$ cat src/rtl/dmem_pkg.sv
// Shared types and constants for the data-memory arbiter slice.
package dmem_pkg;

    typedef enum logic [1:0] {
        IDLE   = 2'd0,
        ACCESS = 2'd1,
        RESP   = 2'd2
    } state_t;

    localparam logic PORT_PIPE = 1'b0;
    localparam logic PORT_LOAD = 1'b1;

    localparam int MEM_BYTES_DEF = 24;

endpackage

$ cat src/rtl/dmem_arbiter_if.sv
// Requester and memory-side signals of the data-memory arbiter.
interface dmem_arbiter_if #(
    parameter int AW = 32,
    parameter int DW = 32
);
    logic          req0, req1;
    logic          we0, we1;
    logic [AW-1:0] addr0, addr1;
    logic [DW-1:0] wdata0, wdata1;
    logic          done0, done1;
    logic          err0, err1;
    logic [DW-1:0] rdata0, rdata1;
    logic          busy;
    logic [AW-1:0] mem_addr;
    logic [DW-1:0] write_data;
    logic          memRead, memWrite;
    logic [DW-1:0] read_data;

    modport slave (
        input  req0, req1, we0, we1, addr0, addr1, wdata0, wdata1, read_data,
        output done0, done1, err0, err1, rdata0, rdata1, busy,
               mem_addr, write_data, memRead, memWrite
    );

    modport master (
        output req0, req1, we0, we1, addr0, addr1, wdata0, wdata1, read_data,
        input  done0, done1, err0, err1, rdata0, rdata1, busy,
               mem_addr, write_data, memRead, memWrite
    );
endinterface

$ cat src/rtl/rr_arb2.sv
// Two-requester round-robin grant with a 1-bit last-grant pointer.
module rr_arb2
    import dmem_pkg::*;
(
    input  logic       clk,
    input  logic       reset,
    input  logic [1:0] req,
    input  logic       advance,
    output logic [1:0] gnt
);
    logic last_q;

    always_comb begin
        gnt = req;
        if (req == 2'b11) begin
            gnt = (last_q == PORT_LOAD) ? 2'b01 : 2'b10;
        end
    end

    // Pointer resets to the loader so the pipeline wins the first tie.
    always_ff @(posedge clk or negedge reset) begin
        if (!reset) begin
            last_q <= PORT_LOAD;
        end else if (advance && (req != 2'b00)) begin
            last_q <= gnt[1];
        end
    end
endmodule

$ cat src/rtl/dmem_arbiter.sv
// Round-robin arbiter and access sequencer for the single-port data memory.
//   state  | meaning
//   IDLE   | strobes low; sample requests, arbitrate, check legality
//   ACCESS | one-cycle memRead/memWrite strobe; reads capture read_data
//   RESP   | done (and err) pulse on the winning port
module dmem_arbiter
    import dmem_pkg::*;
#(
    parameter int MEM_BYTES = MEM_BYTES_DEF,
    parameter int AW        = 32,
    parameter int DW        = 32
) (
    input  logic           clk,
    input  logic           reset,
    dmem_arbiter_if.slave  bus
);
    state_t        state_q;
    logic          port_q;
    logic          we_q;
    logic [AW-1:0] mem_addr_q;
    logic [DW-1:0] write_data_q;
    logic          mem_read_q, mem_write_q;
    logic [1:0]    done_q, err_q;
    logic [DW-1:0] rdata0_q, rdata1_q;

    logic [1:0]    req, gnt;
    logic          sel;
    logic          sel_we;
    logic [AW-1:0] sel_addr;
    logic [DW-1:0] sel_wdata;
    logic          legal;

    assign req = {bus.req1, bus.req0};

    rr_arb2 u_arb (
        .clk     (clk),
        .reset   (reset),
        .req     (req),
        .advance (state_q == IDLE),
        .gnt     (gnt)
    );

    // Direct unsigned compare so addresses near 2^AW cannot wrap into range.
    always_comb begin
        sel       = gnt[1];
        sel_we    = sel ? bus.we1    : bus.we0;
        sel_addr  = sel ? bus.addr1  : bus.addr0;
        sel_wdata = sel ? bus.wdata1 : bus.wdata0;
        legal     = (sel_addr[1:0] == 2'b00) && (sel_addr <= AW'(MEM_BYTES - 4));
    end

    always_ff @(posedge clk or negedge reset) begin
        if (!reset) begin
            state_q      <= IDLE;
            port_q       <= PORT_PIPE;
            we_q         <= 1'b0;
            mem_addr_q   <= '0;
            write_data_q <= '0;
            mem_read_q   <= 1'b0;
            mem_write_q  <= 1'b0;
            done_q       <= '0;
            err_q        <= '0;
            rdata0_q     <= '0;
            rdata1_q     <= '0;
        end else begin
            case (state_q)
                IDLE: begin
                    if (req != 2'b00) begin
                        port_q <= sel;
                        we_q   <= sel_we;
                        if (legal) begin
                            state_q      <= ACCESS;
                            mem_addr_q   <= sel_addr;
                            write_data_q <= sel_wdata;
                            mem_read_q   <= !sel_we;
                            mem_write_q  <= sel_we;
                        end else begin
                            state_q <= RESP;
                            done_q  <= gnt;
                            err_q   <= gnt;
                        end
                    end
                end
                ACCESS: begin
                    state_q      <= RESP;
                    mem_addr_q   <= '0;
                    write_data_q <= '0;
                    mem_read_q   <= 1'b0;
                    mem_write_q  <= 1'b0;
                    done_q       <= (port_q == PORT_LOAD) ? 2'b10 : 2'b01;
                    if (!we_q) begin
                        if (port_q == PORT_LOAD) rdata1_q <= bus.read_data;
                        else                     rdata0_q <= bus.read_data;
                    end
                end
                RESP: begin
                    state_q <= IDLE;
                    done_q  <= '0;
                    err_q   <= '0;
                end
                default: state_q <= IDLE;
            endcase
        end
    end

    assign bus.done0      = done_q[0];
    assign bus.done1      = done_q[1];
    assign bus.err0       = err_q[0];
    assign bus.err1       = err_q[1];
    assign bus.rdata0     = rdata0_q;
    assign bus.rdata1     = rdata1_q;
    assign bus.busy       = (state_q != IDLE);
    assign bus.mem_addr   = mem_addr_q;
    assign bus.write_data = write_data_q;
    assign bus.memRead    = mem_read_q;
    assign bus.memWrite   = mem_write_q;
endmodule

$ cat src/flat_wrapper.sv
// flat-port wrapper written by rule: the top's interface ports become plain ports
module dmem_arbiter_flat import dmem_pkg::*;
#(
    parameter int MEM_BYTES = MEM_BYTES_DEF,
    parameter int AW        = 32,
    parameter int DW        = 32
)
  (clk, reset, bus_req0, bus_req1, bus_we0, bus_we1, bus_addr0, bus_addr1, bus_wdata0, bus_wdata1, bus_read_data, bus_done0, bus_done1, bus_err0, bus_err1, bus_rdata0, bus_rdata1, bus_busy, bus_mem_addr, bus_write_data, bus_memRead, bus_memWrite);
  dmem_arbiter_if #(.AW(AW), .DW(DW)) bus_i ();
  input  logic clk;
  input  logic reset;
  input wire logic [$bits(bus_i.req0)-1:0] bus_req0;
  input wire logic [$bits(bus_i.req1)-1:0] bus_req1;
  input wire logic [$bits(bus_i.we0)-1:0] bus_we0;
  input wire logic [$bits(bus_i.we1)-1:0] bus_we1;
  input wire logic [$bits(bus_i.addr0)-1:0] bus_addr0;
  input wire logic [$bits(bus_i.addr1)-1:0] bus_addr1;
  input wire logic [$bits(bus_i.wdata0)-1:0] bus_wdata0;
  input wire logic [$bits(bus_i.wdata1)-1:0] bus_wdata1;
  input wire logic [$bits(bus_i.read_data)-1:0] bus_read_data;
  output wire logic [$bits(bus_i.done0)-1:0] bus_done0;
  output wire logic [$bits(bus_i.done1)-1:0] bus_done1;
  output wire logic [$bits(bus_i.err0)-1:0] bus_err0;
  output wire logic [$bits(bus_i.err1)-1:0] bus_err1;
  output wire logic [$bits(bus_i.rdata0)-1:0] bus_rdata0;
  output wire logic [$bits(bus_i.rdata1)-1:0] bus_rdata1;
  output wire logic [$bits(bus_i.busy)-1:0] bus_busy;
  output wire logic [$bits(bus_i.mem_addr)-1:0] bus_mem_addr;
  output wire logic [$bits(bus_i.write_data)-1:0] bus_write_data;
  output wire logic [$bits(bus_i.memRead)-1:0] bus_memRead;
  output wire logic [$bits(bus_i.memWrite)-1:0] bus_memWrite;
  assign bus_i.req0 = bus_req0;
  assign bus_i.req1 = bus_req1;
  assign bus_i.we0 = bus_we0;
  assign bus_i.we1 = bus_we1;
  assign bus_i.addr0 = bus_addr0;
  assign bus_i.addr1 = bus_addr1;
  assign bus_i.wdata0 = bus_wdata0;
  assign bus_i.wdata1 = bus_wdata1;
  assign bus_i.read_data = bus_read_data;
  assign bus_done0 = bus_i.done0;
  assign bus_done1 = bus_i.done1;
  assign bus_err0 = bus_i.err0;
  assign bus_err1 = bus_i.err1;
  assign bus_rdata0 = bus_i.rdata0;
  assign bus_rdata1 = bus_i.rdata1;
  assign bus_busy = bus_i.busy;
  assign bus_mem_addr = bus_i.mem_addr;
  assign bus_write_data = bus_i.write_data;
  assign bus_memRead = bus_i.memRead;
  assign bus_memWrite = bus_i.memWrite;
  dmem_arbiter #(.MEM_BYTES(MEM_BYTES), .AW(AW), .DW(DW)) u_core (.clk(clk), .reset(reset), .bus(bus_i));
endmodule
$ cat config.mk
export PLATFORM = sky130hd
export DESIGN_NAME = dmem_arbiter_flat
export DESIGN_NICKNAME = d
export VERILOG_FILES = /design/src/rtl/dmem_pkg.sv /design/src/rtl/dmem_arbiter_if.sv /design/src/rtl/rr_arb2.sv /design/src/rtl/dmem_arbiter.sv /design/src/flat_wrapper.sv
export SDC_FILE = /design/constraint.sdc
export NUM_CORES = 1
export LEC_CHECK = 0
export ABC_AREA = 1
export CORE_UTILIZATION = 30
export CTS_BUF_LIST = sky130_fd_sc_hd__clkbuf_16
export DETAILED_ROUTE_END_ITERATION = 10
export PLACE_DENSITY_LB_ADDON = 0.05
export SLEW_MARGIN = 20
export SYNTH_ARGS = -nofsm -noshare
export SYNTH_HDL_FRONTEND = slang
export SYNTH_HIERARCHICAL = 1
export SYNTH_SLANG_ARGS = --single-unit
$ cat constraint.sdc
create_clock -name clk -period 2.65 [get_ports clk]
set_clock_uncertainty 0.15 [all_clocks]
set_input_delay 0.6625 -clock clk [delete_from_list [all_inputs] [get_ports clk]]
set_output_delay 0.6625 -clock clk [all_outputs]
set_load 0.01 [all_outputs]
# Word level (Yosys, flattened, before mapping)
# Cells that the tools add are included.
[word_totals] reg_bits=139 out_inout_bits=135 elab_cells=62
[classes] n_lt_le_gt_ge=1 n_eq_ne=6 muxes=25 bitwise_logic=2 n_reduce_logical=16
[ops] operator="2-to-1 mux 32 bit" count=6
[ops] operator="one-hot mux 32 bit (2 select lines)" count=2
[ops] operator="less-or-equal comparator 32 x 5 -> 1 bit (second input constant)" count=1
[ops] operator="AND reduction 3 bit" count=5
[ops] operator="2-to-1 mux 2 bit" count=7
[ops] operator="one-hot mux 2 bit (2 select lines)" count=2
[ops] operator="nonzero test 2 bit" count=4
[ops] operator="one-hot mux 2 bit (3 select lines)" count=1
[ops] operator="2-to-1 mux 1 bit" count=5
[ops] operator="equality test 2 bit (second input constant)" count=2
[ops] operator="zero test 2 bit" count=2
[ops] operator="inequality test 2 x 1 -> 1 bit (second input constant)" count=2
[ops] operator="one-hot mux 1 bit (2 select lines)" count=2
[ops] operator="nonzero test 3 bit" count=1
[ops] operator="equality test 2 x 1 -> 1 bit (second input constant)" count=1
[ops] operator="logical AND 1 bit" count=2
[ops] operator="inequality test 2 bit (second input constant)" count=1
[ops] operator="NOT 1 bit" count=2
[ops] operator="AND reduction 2 bit" count=1
[ops] operator="zero test 1 bit" count=1

# Depth between registers and ports, before layout
[depth] ltp_word=8 mapped_depth=16 mapped_depth_nobuf=13

# Hierarchy
# The synthesis kept the hierarchy.
[modules_own_cells] module="dmem_arbiter" instances=1 cells_per_inst=821 area_each_um2=6459.9 seq_area_each_um2=3453.3
[modules_own_cells] module="rr_arb2" instances=1 cells_per_inst=8 area_each_um2=61.3 seq_area_each_um2=26.3

# Worst setup path before layout
# OpenSTA, ideal clock, no wires.
[synth_path] path_kind="input to register" from="input bus_req1" to="register u_core.mem_read_q (netlist: u_core/bus.memRead)" arrival_time_ns=2.141 setup_slack_ns=0.242 path_stages=15 path_cell_list="a21boi_0 -> buf_6 -> buf_2 -> nand2_1 -> nand2_1 -> nand2_1 -> nor2_1 -> nand2_1 -> nor2_1 -> nand2_2 -> nand2_4 -> nand2_4 -> buf_2 -> nand2_1 -> nand2_1"
[synth_via] elab_chain_cells=7
[synth_lines] item="start: declaration" line="flat_wrapper.sv:13" text="input wire logic [$bits(bus_i.req1)-1:0] bus_req1;"
[synth_lines] item="equality test 2 bit" line="rr_arb2.sv:15" text="if (req == 2'b11) begin"
[synth_lines] item="2-to-1 mux 2 bit" line="rr_arb2.sv:15"
[synth_lines] item="2-to-1 mux 32 bit / 2-to-1 mux 1 bit (equally long branches)" line="dmem_arbiter.sv:47, dmem_arbiter.sv:46"
[synth_lines] item="less-or-equal comparator 32 x 5 -> 1 bit (tied with other cells)" line="dmem_arbiter.sv:49" text="legal = (sel_addr[1:0] == 2'b00) && (sel_addr <= AW'(MEM_BYTES - 4));"
[synth_lines] item="logical AND 1 bit / 2-to-1 mux 1 bit (equally long branches)" line="dmem_arbiter.sv:49, dmem_arbiter.sv:71"
[synth_lines] item="inequality test 2 x 1 -> 1 bit (no line) / 2-to-1 mux 1 bit (equally long branches)"
[synth_lines] item="AND reduction 3 bit (no line) / one-hot mux 1 bit (2 select lines) (equally long branches)"
[synth_lines] item="end signal: assignment" line="dmem_arbiter.sv:75" text="mem_read_q <= !sel_we;"
[synth_lines] item="end: declaration" line="dmem_arbiter.sv:22" text="logic mem_read_q, mem_write_q;"
# Several ways; a longest one is shown, not always the timed one. The select of a mux whose other input is x is not followed.
# A chain may end at the register's enable or synchronous reset.

# Worst setup path after layout
[layout_path] from="register u_core.state_q[0]" to="output bus_busy"
[layout_via] elab_chain_cells=1
[layout_lines] item="start: declaration" line="dmem_arbiter.sv:17" text="state_t state_q;"
[layout_lines] item="start signal: assignment" line="dmem_arbiter.sv:54" text="state_q <= IDLE;"
[layout_lines] item="start signal: assignment" line="dmem_arbiter.sv:72" text="state_q <= ACCESS;"
[layout_lines] item="start signal: assignment" line="dmem_arbiter.sv:78" text="state_q <= RESP;"
[layout_lines] item="nonzero test 2 bit" line="dmem_arbiter.sv:112" text="assign bus.busy = (state_q != IDLE);"
[layout_lines] item="end: declaration" line="flat_wrapper.sv:27" text="output wire logic [$bits(bus_i.busy)-1:0] bus_busy;"
# Every way passes these cells.

==> results.ini <==
[outcome]
status = completed

[timing]
fin_crit_sh_pct = 96.9
slew_viol_final = 0
hold_violations = 0
clock.fmax_ghz = 0.389
setup_viol = 0
max_slew_margin_pct = 60.9
fin_crit_ps = 2570
fin_tns_setup_ps = 0
tightest_slew_ps = 587
hold_slack_ps = 5.34
rsz0062_at_grt = false

[worst_setup_path]
worstReg2RegStart = u_core/u_arb/last_q$_DFFE_PN1P_
crit_type = register to output port
cpMostUsedCell = inv_1
r2r_end = u_core/bus.write_data[2]$_DFFE_PN0P_
r2r_slack_ps = 200
end_kind = output port
crit_chain = inv_1 > ha_1 > inv_1 > clkdlybuf4s50_1
crit_path_start_kind = register
worstPathMaxFanout = 4
crit_arrival_ps = 1760
r2r_cells = 16
worst_path_largest_cell_delay_ps = 570
required_ps = 1840
slowest_stage = clkdlybuf4s50_1

[finish]
multi_input_area_um2 = 2450
finalCoreUtilization_pct = 51.0
nNetsFinal = 1314
fin_cells = 1432
synthToLayoutAreaGrowth_pct = 65.5
antennaDiodeCount = 0
final_layout_size_suffix_gt1_share_pct = 7.61
final_common_cell = nand2_1
fin_area_um2 = 10800
layout_common_cells = nand2_1, clkdlybuf4s50_1, dfrtp_1
fillCellCount = 2056
regArea_um2 = 3480

[run]
cap_violations = 0

[global_route]
grt_usage_pct = 18.0
grt_overflow_total = 0
grt_max_degree = 65
grt_pass1_vias = 5878
antenna_found_initial = 0
grt_pass1_wl_um = 31100

[power_and_ir_drop]
p_per_area_nw_per_um2 = 738
p_comb_share_pct = 37.1
p_int_mw = 5.31
power_frac_seq_pct = 33.1
power.leakage_nw = 5.37
p_clk_share_pct = 29.8
p_sw_mw = 2.66
switching_share_pct = 33.4
peakVddDrop_mv = 0.473

[clock_tree]
clk_pin_slew_worst_paths_ps = 60
clock-root-buffer = clkbuf_16
insertion_delay_ps = 410
cts_inserted_buffers = 17
cts_tree = built
cts_sinks = 139
cts_buffer_depth = 2
h-tree-depth = 4

[logic_synthesis]
ys_ff_latch = 139
yosys_warnings = 6
syn_area_um2 = 6520
ys_types = 23
synthesis.nets = 999
synth_cells = 829
yosysSeqAreaShare_pct = 53.4
avgSynthCellArea_um2 = 7.87

[drt]
ant_nets = 0
via_per_inst = 4.35
drc = 0
drtPass1Iterations = 5
totalWireLength_um = 20900
wire_per_inst_um = 14.6
vias = 6226
drt_iter0_drc = 210

[placed_design]
hpwl_um = 14100
io_buffers = 300
dpl_cell_area_um2 = 9960
dp.cells = 1385
place_congestion = 0.769

[die]
ioPinCount = 301
initial_core_util_pct = 30.8
dieArea_um2 = 22300
core.rowCount = 53
fp.dieH_um = 149
core_area_um2 = 21200
fp.dieW_um = 149

[worst_hold_path]
hp-class = input port to async pin

==> kinds of logic after synthesis <==
| kind of cell | after synthesis | synth area share [%] |
|---|---|---|
| flops | 139 | 53.4 |
| compound gates | 138 | 11.8 |
| buf+inv | 147 | 9.69 |
| simple gates | 401 | 24.4 |
| fa+ha+maj | 4 | 0.767 |
==> synthesized netlist by cell type (all sizes together) <==
master | instances | area [µm²]
clkbuf | 27 | 101
inv | 99 | 377
nor3 | 1 | 5.00
or2 | 1 | 6.26
ha | 4 | 50.1
nand2 | 327 | 1240
dfrtp | 138 | 3450
o21ai | 71 | 355
a21oi | 36 | 180
nand4 | 2 | 12.5
nand3 | 46 | 230
nor2 | 24 | 92.6
a21boi | 31 | 233
buf | 21 | 154
dfstp | 1 | 26.3
==> state kept, by name (all words and copies together) (netlist names) <==
register and cells:
u_core/bus.rdata0 32, u_core/bus.memWrite 1, u_core/we_q 1, u_core/bus.memRead 1
u_core/port_q 1, u_core/err_q 2, u_core/u_arb/last_q 1, u_core/bus.mem_addr 32
u_core/state_q 2, u_core/bus.rdata1 32, u_core/done_q 2, u_core/bus.write_data 32
==> repair_timing <==
| action | in CTS | in global routing |
|---|---|---|
| endpoints found under the setup margin | 0 | 67 |
| setup buffers | 0 | 6 |
| hold buffers | 0 | 0 |
| resized for setup | 0 | 6 |
==> power groups by stage <==
stage	Clock, mW	Sequential, mW	Combinational [mW]
3_3_place_gp	0	2.68	2.68
3_5_place_dp	0	2.67	2.68
6_report	2.37	2.64	2.96
2_1_floorplan	0	2.79	1.18
4_1_cts	2.44	2.64	2.69
5_1_grt	2.55	2.68	3.26
==> worst max-delay path: cells and delay by family, from the launching register on <==
kind / cells / cell delay, ps
fa+ha+maj: 1 / 210
buf+inv: 3 / 740
flops: 1 / 390
==> through the flow <==
stage | total power [mW] | setup WS, ps
after global placement | 5.36 | -354
after floorplan | 3.97 | 242
after detailed placement | 5.36 | -375
after CTS | 7.77 | 57.6
final | 7.97 | 81.5
after global routing | 8.49 | 20.2
==> layer usage <==
metal / GRT usage (%) / vias up / routed length (µm)
li1: - / 3197 / -
met1: 22.2 / 2830 / 8920
met2: 29.0 / 180 / 9830
met3: 6.34 / 19 / 1770
met4: 6.28 / 0 / 339
met5: 0 / - / 0
==> cell type report <==
type                            count  share of cell area [%]
Clock inverter                     15                    1.50
Clock buffer                       17                    3.94
Multi-Input combinational cell    543                    22.7
Timing Repair Buffer              343                    32.8
Tap cell                          275                    3.19
Inverter                           99                    3.49
Sequential cell                   139                    32.2
Timing Repair inverter              1                  0.0464
==> worst max path at each step <==
| stage | slack (ps) | to | startpoint |
|---|---|---|---|
| after detailed placement | -370 | u_core/bus.write_data[9]$_DFFE_PN0P_ | bus_req1 |
| after global routing | 20 | bus_busy | u_core/state_q[1]$_DFFE_PN0P_ |
| after global placement | -350 | u_core/bus.mem_addr[11]$_DFFE_PN0P_ | bus_req1 |
| after floorplan | 240 | u_core/bus.memRead$_DFFE_PN0P_ | bus_req1 |
| final | 80 | bus_busy | u_core/state_q[0]$_DFFE_PN0P_ |
| after CTS | 60 | bus_busy | u_core/state_q[1]$_DFFE_PN0P_ |
(Power assumes the default switching activity.)
==> RTL edit 1, RTL diff (same settings) <==
`DW` is set to 32 in 3 places; all go to 16.
--- a/src/rtl/dmem_arbiter_if.sv
+++ b/src/rtl/dmem_arbiter_if.sv
@@ -1,7 +1,7 @@
 // Requester and memory-side signals of the data-memory arbiter.
 interface dmem_arbiter_if #(
     parameter int AW = 32,
-    parameter int DW = 32
+    parameter int DW = 16
 );
     logic          req0, req1;
     logic          we0, we1;
--- a/src/rtl/dmem_arbiter.sv
+++ b/src/rtl/dmem_arbiter.sv
@@ -8,7 +8,7 @@
 #(
     parameter int MEM_BYTES = MEM_BYTES_DEF,
     parameter int AW        = 32,
-    parameter int DW        = 32
+    parameter int DW        = 16
 ) (
     input  logic           clk,
     input  logic           reset,
--- a/src/flat_wrapper.sv
+++ b/src/flat_wrapper.sv
@@ -3,7 +3,7 @@
 #(
     parameter int MEM_BYTES = MEM_BYTES_DEF,
     parameter int AW        = 32,
-    parameter int DW        = 32
+    parameter int DW        = 16
 )
   (clk, reset, bus_req0, bus_req1, bus_we0, bus_we1, bus_addr0, bus_addr1, bus_wdata0, bus_wdata1, bus_read_data, bus_done0, bus_done1, bus_err0, bus_err1, bus_rdata0, bus_rdata1, bus_busy, bus_mem_addr, bus_write_data, bus_memRead, bus_memWrite);
   dmem_arbiter_if #(.AW(AW), .DW(DW)) bus_i ();
Interface: changed (6 resized); port bits go from 301 to 205. No check against the original RTL was run, so the function may have changed too.
==> RTL edit 1 against the unedited design <==
Global-route usage shrank 1.5 points; power down 53%; maximum frequency increased by 6.0%; wire length down 33%; sequential cell count decreased by 48; area after synthesis down 28%; clock power shrank 46%; register-to-register slack gained 80 ps; final area fell by 29%; setup slack better by 140 ps; synthesized cell count shrank 19%; sequential share of layout area down 2.5 points; core utilization is 1.1 points lower; critical path type unchanged.
==> RTL edit 1: results (changes against the unedited design) <==
DRT iter0 DRCs: 252 (was 210)
Fraction of area in registers: 29.8% (was 32.2%)
Met3 Wirelength: 866 um (was 1770 um)
WP data arrival: 1610 ps (was 1760 ps)
Total iterations of the first detailed-routing run: 4 (was 5)
Hpwl dp: 10,000 um (was 14,100 um)
Nonclk buf count: 243 (was 343)
Wire length on met1: 6010 um (was 8920 um)
R2R Path End: u_core/bus.write_data[3]$_DFFE_PN0P_ (was u_core/bus.write_data[2]$_DFFE_PN0P_)
Fin nets: 1,018 (was 1,314)
Layout non-clock buf frac: 32.7% (was 32.8%)
Largest net degree at the start of global routing: 61 (was 65)
Leakage: 3.92 nW (was 5.37 nW)
XOR/XNOR Fraction of Synth Area: 0% (unchanged)
Peak supply drop: 0.326 mV (was 0.473 mV)
First-pass GRT wire length: 21,300 um (was 31,100 um)
Mapped Nets: 795 (was 999)
Place WS: -370 ps (was -375 ps)
Top cells by count, synth: nand2_1 (229), inv_1 (116), nor2_1 (91) (was nand2_1 (324), dfrtp_1 (138), inv_1 (98))
Pwr Density: 490 mW/mm2 (was 738 mW/mm2)
R2R cell count: 15 (was 16)
Register area share after synthesis: 48.2% (was 53.4%)
Worst hold slack: 120 ps (was 5.34 ps)
Max_slew headroom: 57.7% (was 60.9%)
Worst Setup SP: u_core/state_q[0]$_DFFE_PN0P_ (unchanged)
Clock Pin Slew Worst Setup and Hold Paths: 70 ps
Status: finished, final reports clean (unchanged)
Met3 usage: 3.98% (was 6.34%)
Count of multi-input gates: 434 (was 543)
Global-route met1 utilization: 19.9% (was 22.2%)
Placed instance area: 0.00711 mm2 (was 0.00996 mm2)
Area contributors post-synth: dfrtp_1 (48%), nand2_1 (18%), inv_1 (9.2%) (was dfrtp_1 (53%), nand2_1 (19%), inv_1 (5.6%))
Drt total wl: 14,000 um (was 20,900 um)
Post-Synth Adder-Cell Area: 1.06% (was 0.767%)
Port Buffer Count: 204 (was 300)
Clk_lat worst skew: 340 ps (was 410 ps)
RD Place Congestion: 0.760 (was 0.769)
Inverters excl. clock: 117 (was 100)
Synth Area in Compound Gates: 7.20% (was 11.8%)
Max H-tree Level: 3 (was 4)
Critical Path Sink: bus_busy (unchanged)
Fraction of area in clock buffers and inverters: 3.94% (was 5.44%)
DR vias: 4,744 (was 6,226)
R2R setup slack: 280 ps (was 200 ps)
Post-DR vias/cell: 4.27 (was 4.35)
Multi-input logic area: 0.00186 mm2 (was 0.00245 mm2)
Met2 WL: 6920 um (was 9830 um)
Crit Path Max Fanout: 6 (was 4)
Share of cells above drive strength 1: 6.99% (was 7.61%)
M2 GR Usage: 28.5% (was 29.0%)
Syn avg cell area: 7.02 um2 (was 7.87 um2)
Synth area leader: dfrtp_1 (unchanged)
Clk sinks: 91 (was 139)
Layout clock buffer count: 9 (was 17)
Filler instances: 1,543 (was 2,056)
Hold Path Class: in -> async (unchanged)
-- RTL edit 1: cell types whose count changed after synthesis, sizes merged, moves of 12 or more --
cell    before  now
dfrtp      138   90
nand2      327  230
a21oi       36    2
nor2        24   93
inv         99  117
clkbuf      27   15
a21boi      31    2
nand3       46   33
-- RTL edit 1: power breakdown --
part           total [mW]  switching [mW]  internal, mW
clock                1.29           0.554         0.738
combinational       0.970           0.500         0.470
sequential           1.49          0.0429          1.45
total                3.75            1.10          2.65
-- RTL edit 1: what timing repair did --
item	4_1_cts	5_1_grt
endpoints found under the setup margin	21	55
gates resized for setup	1	12
pin swaps	0	5
setup buffers	0	5
hold buffers	0	0
cloned	0	7
-- RTL edit 1: worst max-delay path, cell delays in order, from the launching register on --
cell,delay [ps]
dfrtp_1,400
inv_1,110
ha_1,300
inv_1,150
dlygate4sd2_1,320
==> RTL edit 2, RTL diff (same flow settings) <==
Made on the original files. The 3 states of `state_t` get a one-hot encoding in 3 bits.
--- a/src/rtl/dmem_pkg.sv
+++ b/src/rtl/dmem_pkg.sv
@@ -1,10 +1,10 @@
 // Shared types and constants for the data-memory arbiter slice.
 package dmem_pkg;
 
-    typedef enum logic [1:0] {
-        IDLE   = 2'd0,
-        ACCESS = 2'd1,
-        RESP   = 2'd2
+    typedef enum logic [2:0] {
+        IDLE   = 3'b001,
+        ACCESS = 3'b010,
+        RESP   = 3'b100
     } state_t;
 
     localparam logic PORT_PIPE = 1'b0;
Function: same outputs for any inputs over 4 cycles, from zero or initial values and one cycle with reset low; so few cycles prove little.
==> RTL edit 2 against the unedited design <==
Sequential cell count is 1 higher; wire length shrank 10%; critical path type is now in -> reg; non-clock buffer count down 6; highest routed layer is now met5; setup slack better by 17 ps; area after synthesis fell by 2.1%; final area is 1.0% lower.
Power is not compared: it rests on default switching activity, and its combinational part moved more than twofold at a synthesized area within 25%.
==> RTL edit 2: results (changes against the unedited design) <==
Layout non-clock buf frac: 32.5% (was 32.8%)
First-pass GRT wire length: 29,200 um (was 31,100 um)
Total iterations of the first detailed-routing run: 4 (was 5)
Gate Count Post-Synth: 836 (was 829)
Max_slew headroom: 59.7% (was 60.9%)
Crit-path max cell delay: 480 ps (was 570 ps)
Area contributors post-synth: dfrtp_1 (54%), nand2_1 (21%), inv_1 (7.3%) (was dfrtp_1 (53%), nand2_1 (19%), inv_1 (5.6%))
Fin nets: 1,317 (was 1,314)
Filler instances: 2,051 (was 2,056)
Inverters excl. clock: 128 (was 100)
Unique cell type count in the Yosys netlist: 21 (was 23)
Clk_lat worst skew: 410 ps (about the same)
Top cells by count, synth: nand2_1 (354), dfrtp_1 (138), inv_1 (125) (was nand2_1 (324), dfrtp_1 (138), inv_1 (98))
R2R cell count: 13 (was 16)
Cell area after layout: 0.0107 mm2 (was 0.0108 mm2)
DRT iter0 DRCs: 202 (was 210)
RD Place Congestion: 0.753 (was 0.769)
Post-Synth Adder-Cell Area: 0% (was 0.767%)
Share of cells above drive strength 1: 6.96% (was 7.61%)
Placed instance area: 0.00982 mm2 (was 0.00996 mm2)
Crit path max-delay family: buffers and inverters (unchanged)
Fraction of area in registers: 32.8% (was 32.2%)
Mux cell area share after synthesis: 0% (unchanged)
Initial antenna violation count: 1 (was 0)
DR vias: 5,980 (was 6,226)
Syn avg cell area: 7.64 um2 (was 7.87 um2)
Hpwl dp: 13,400 um (was 14,100 um)
Post-synth ARST share: 100% (unchanged)
Placed cells: 1,401 (was 1,385)
Met3 usage: 5.96% (was 6.34%)
Synth Area in Compound Gates: 6.19% (was 11.8%)
Crit Path Max Fanout: 19 (was 4)
Clock share of power: 44.9%
M2 GR Usage: 27.7% (was 29.0%)
Number of global-route vias before repair: 5,813 (was 5,878)
Mapped Nets: 1,002 (was 999)
Fraction of area in multi-input gates: 20.7% (was 22.7%)
Count of multi-input gates: 527 (was 543)
Fraction of area in clock buffers and inverters: 6.27% (was 5.44%)
WP data arrival: 2710 ps (was 1760 ps)
Nonclk buf count: 337 (was 343)
Status: finished, final reports clean (unchanged)
Clock Tree Root: clkbuf_16 (unchanged)
Antenna cells: 0 (unchanged)
Global-route met1 utilization: 21.2% (was 22.2%)
WL/cell: 13.0 um (was 14.6 um)
Clk sinks: 140 (was 139)
Register area share after synthesis: 54.9% (was 53.4%)
Drt total wl: 18,800 um (was 20,900 um)
Gr usage total: 17.1% (was 18.0%)
Place WS: -347 ps (was -375 ps)
==> RTL edit 2: cell count changes in the layout (fill, tap and decap cells not counted), sizes merged, moves of 5 or more <==
cell / before / now
a21boi: 31 / 2
a21oi: 36 / 0
inv: 105 / 130
nand2: 327 / 354
nand3: 46 / 51
nor2: 24 / 42
o21ai: 71 / 76
==> RTL edit 2: repair_timing <==
item / CTS / global route
setup endpoints to repair: 0 / 65
buffers inserted: 0 / 1
gates resized for setup: 0 / 16
==> RTL edit 2: worst paths after layout <==
| check | startpoint | end | slack, ps |
|---|---|---|---|
| worst min register to register | u_core/done_q[1]$_DFFE_PN0P_ | u_core/done_q[1]$_DFFE_PN0P_ | 320 |
| worst max register to register | u_core/u_arb/last_q$_DFFE_PN1P_ | u_core/bus.mem_addr[25]$_DFFE_PN0P_ | 310 |
| worst max-delay path | bus_req1 | u_core/bus.mem_addr[25]$_DFFE_PN0P_ | 100 |
| min in group clk | u_core/done_q[1]$_DFFE_PN0P_ | u_core/done_q[1]$_DFFE_PN0P_ | 320 |
| max in group asynchronous | reset | u_core/state_q[0]$_DFFE_PN1P_ | 1640 |
| worst min-delay path | reset | u_core/bus.mem_addr[28]$_DFFE_PN0P_ | 40 |
==> RTL edit 2: metal layers <==
| metal | wire, um | vias to the layer above |
|---|---|---|
| li1 | - | 3135 |
| met1 | 8340 | 2640 |
| met2 | 8800 | 184 |
| met3 | 1330 | 19 |
| met4 | 275 | 2 |
| met5 | 13 | - |
==> RTL edit 2: per-stage QoR <==
step	hold slack (ps)	power [mW]
2_1_floorplan	217	2.74
3_3_place_gp	311	3.30
3_5_place_dp	316	3.30
4_1_cts	52.5	6.02
5_1_grt	65.5	6.29
6_report	44.4	5.99
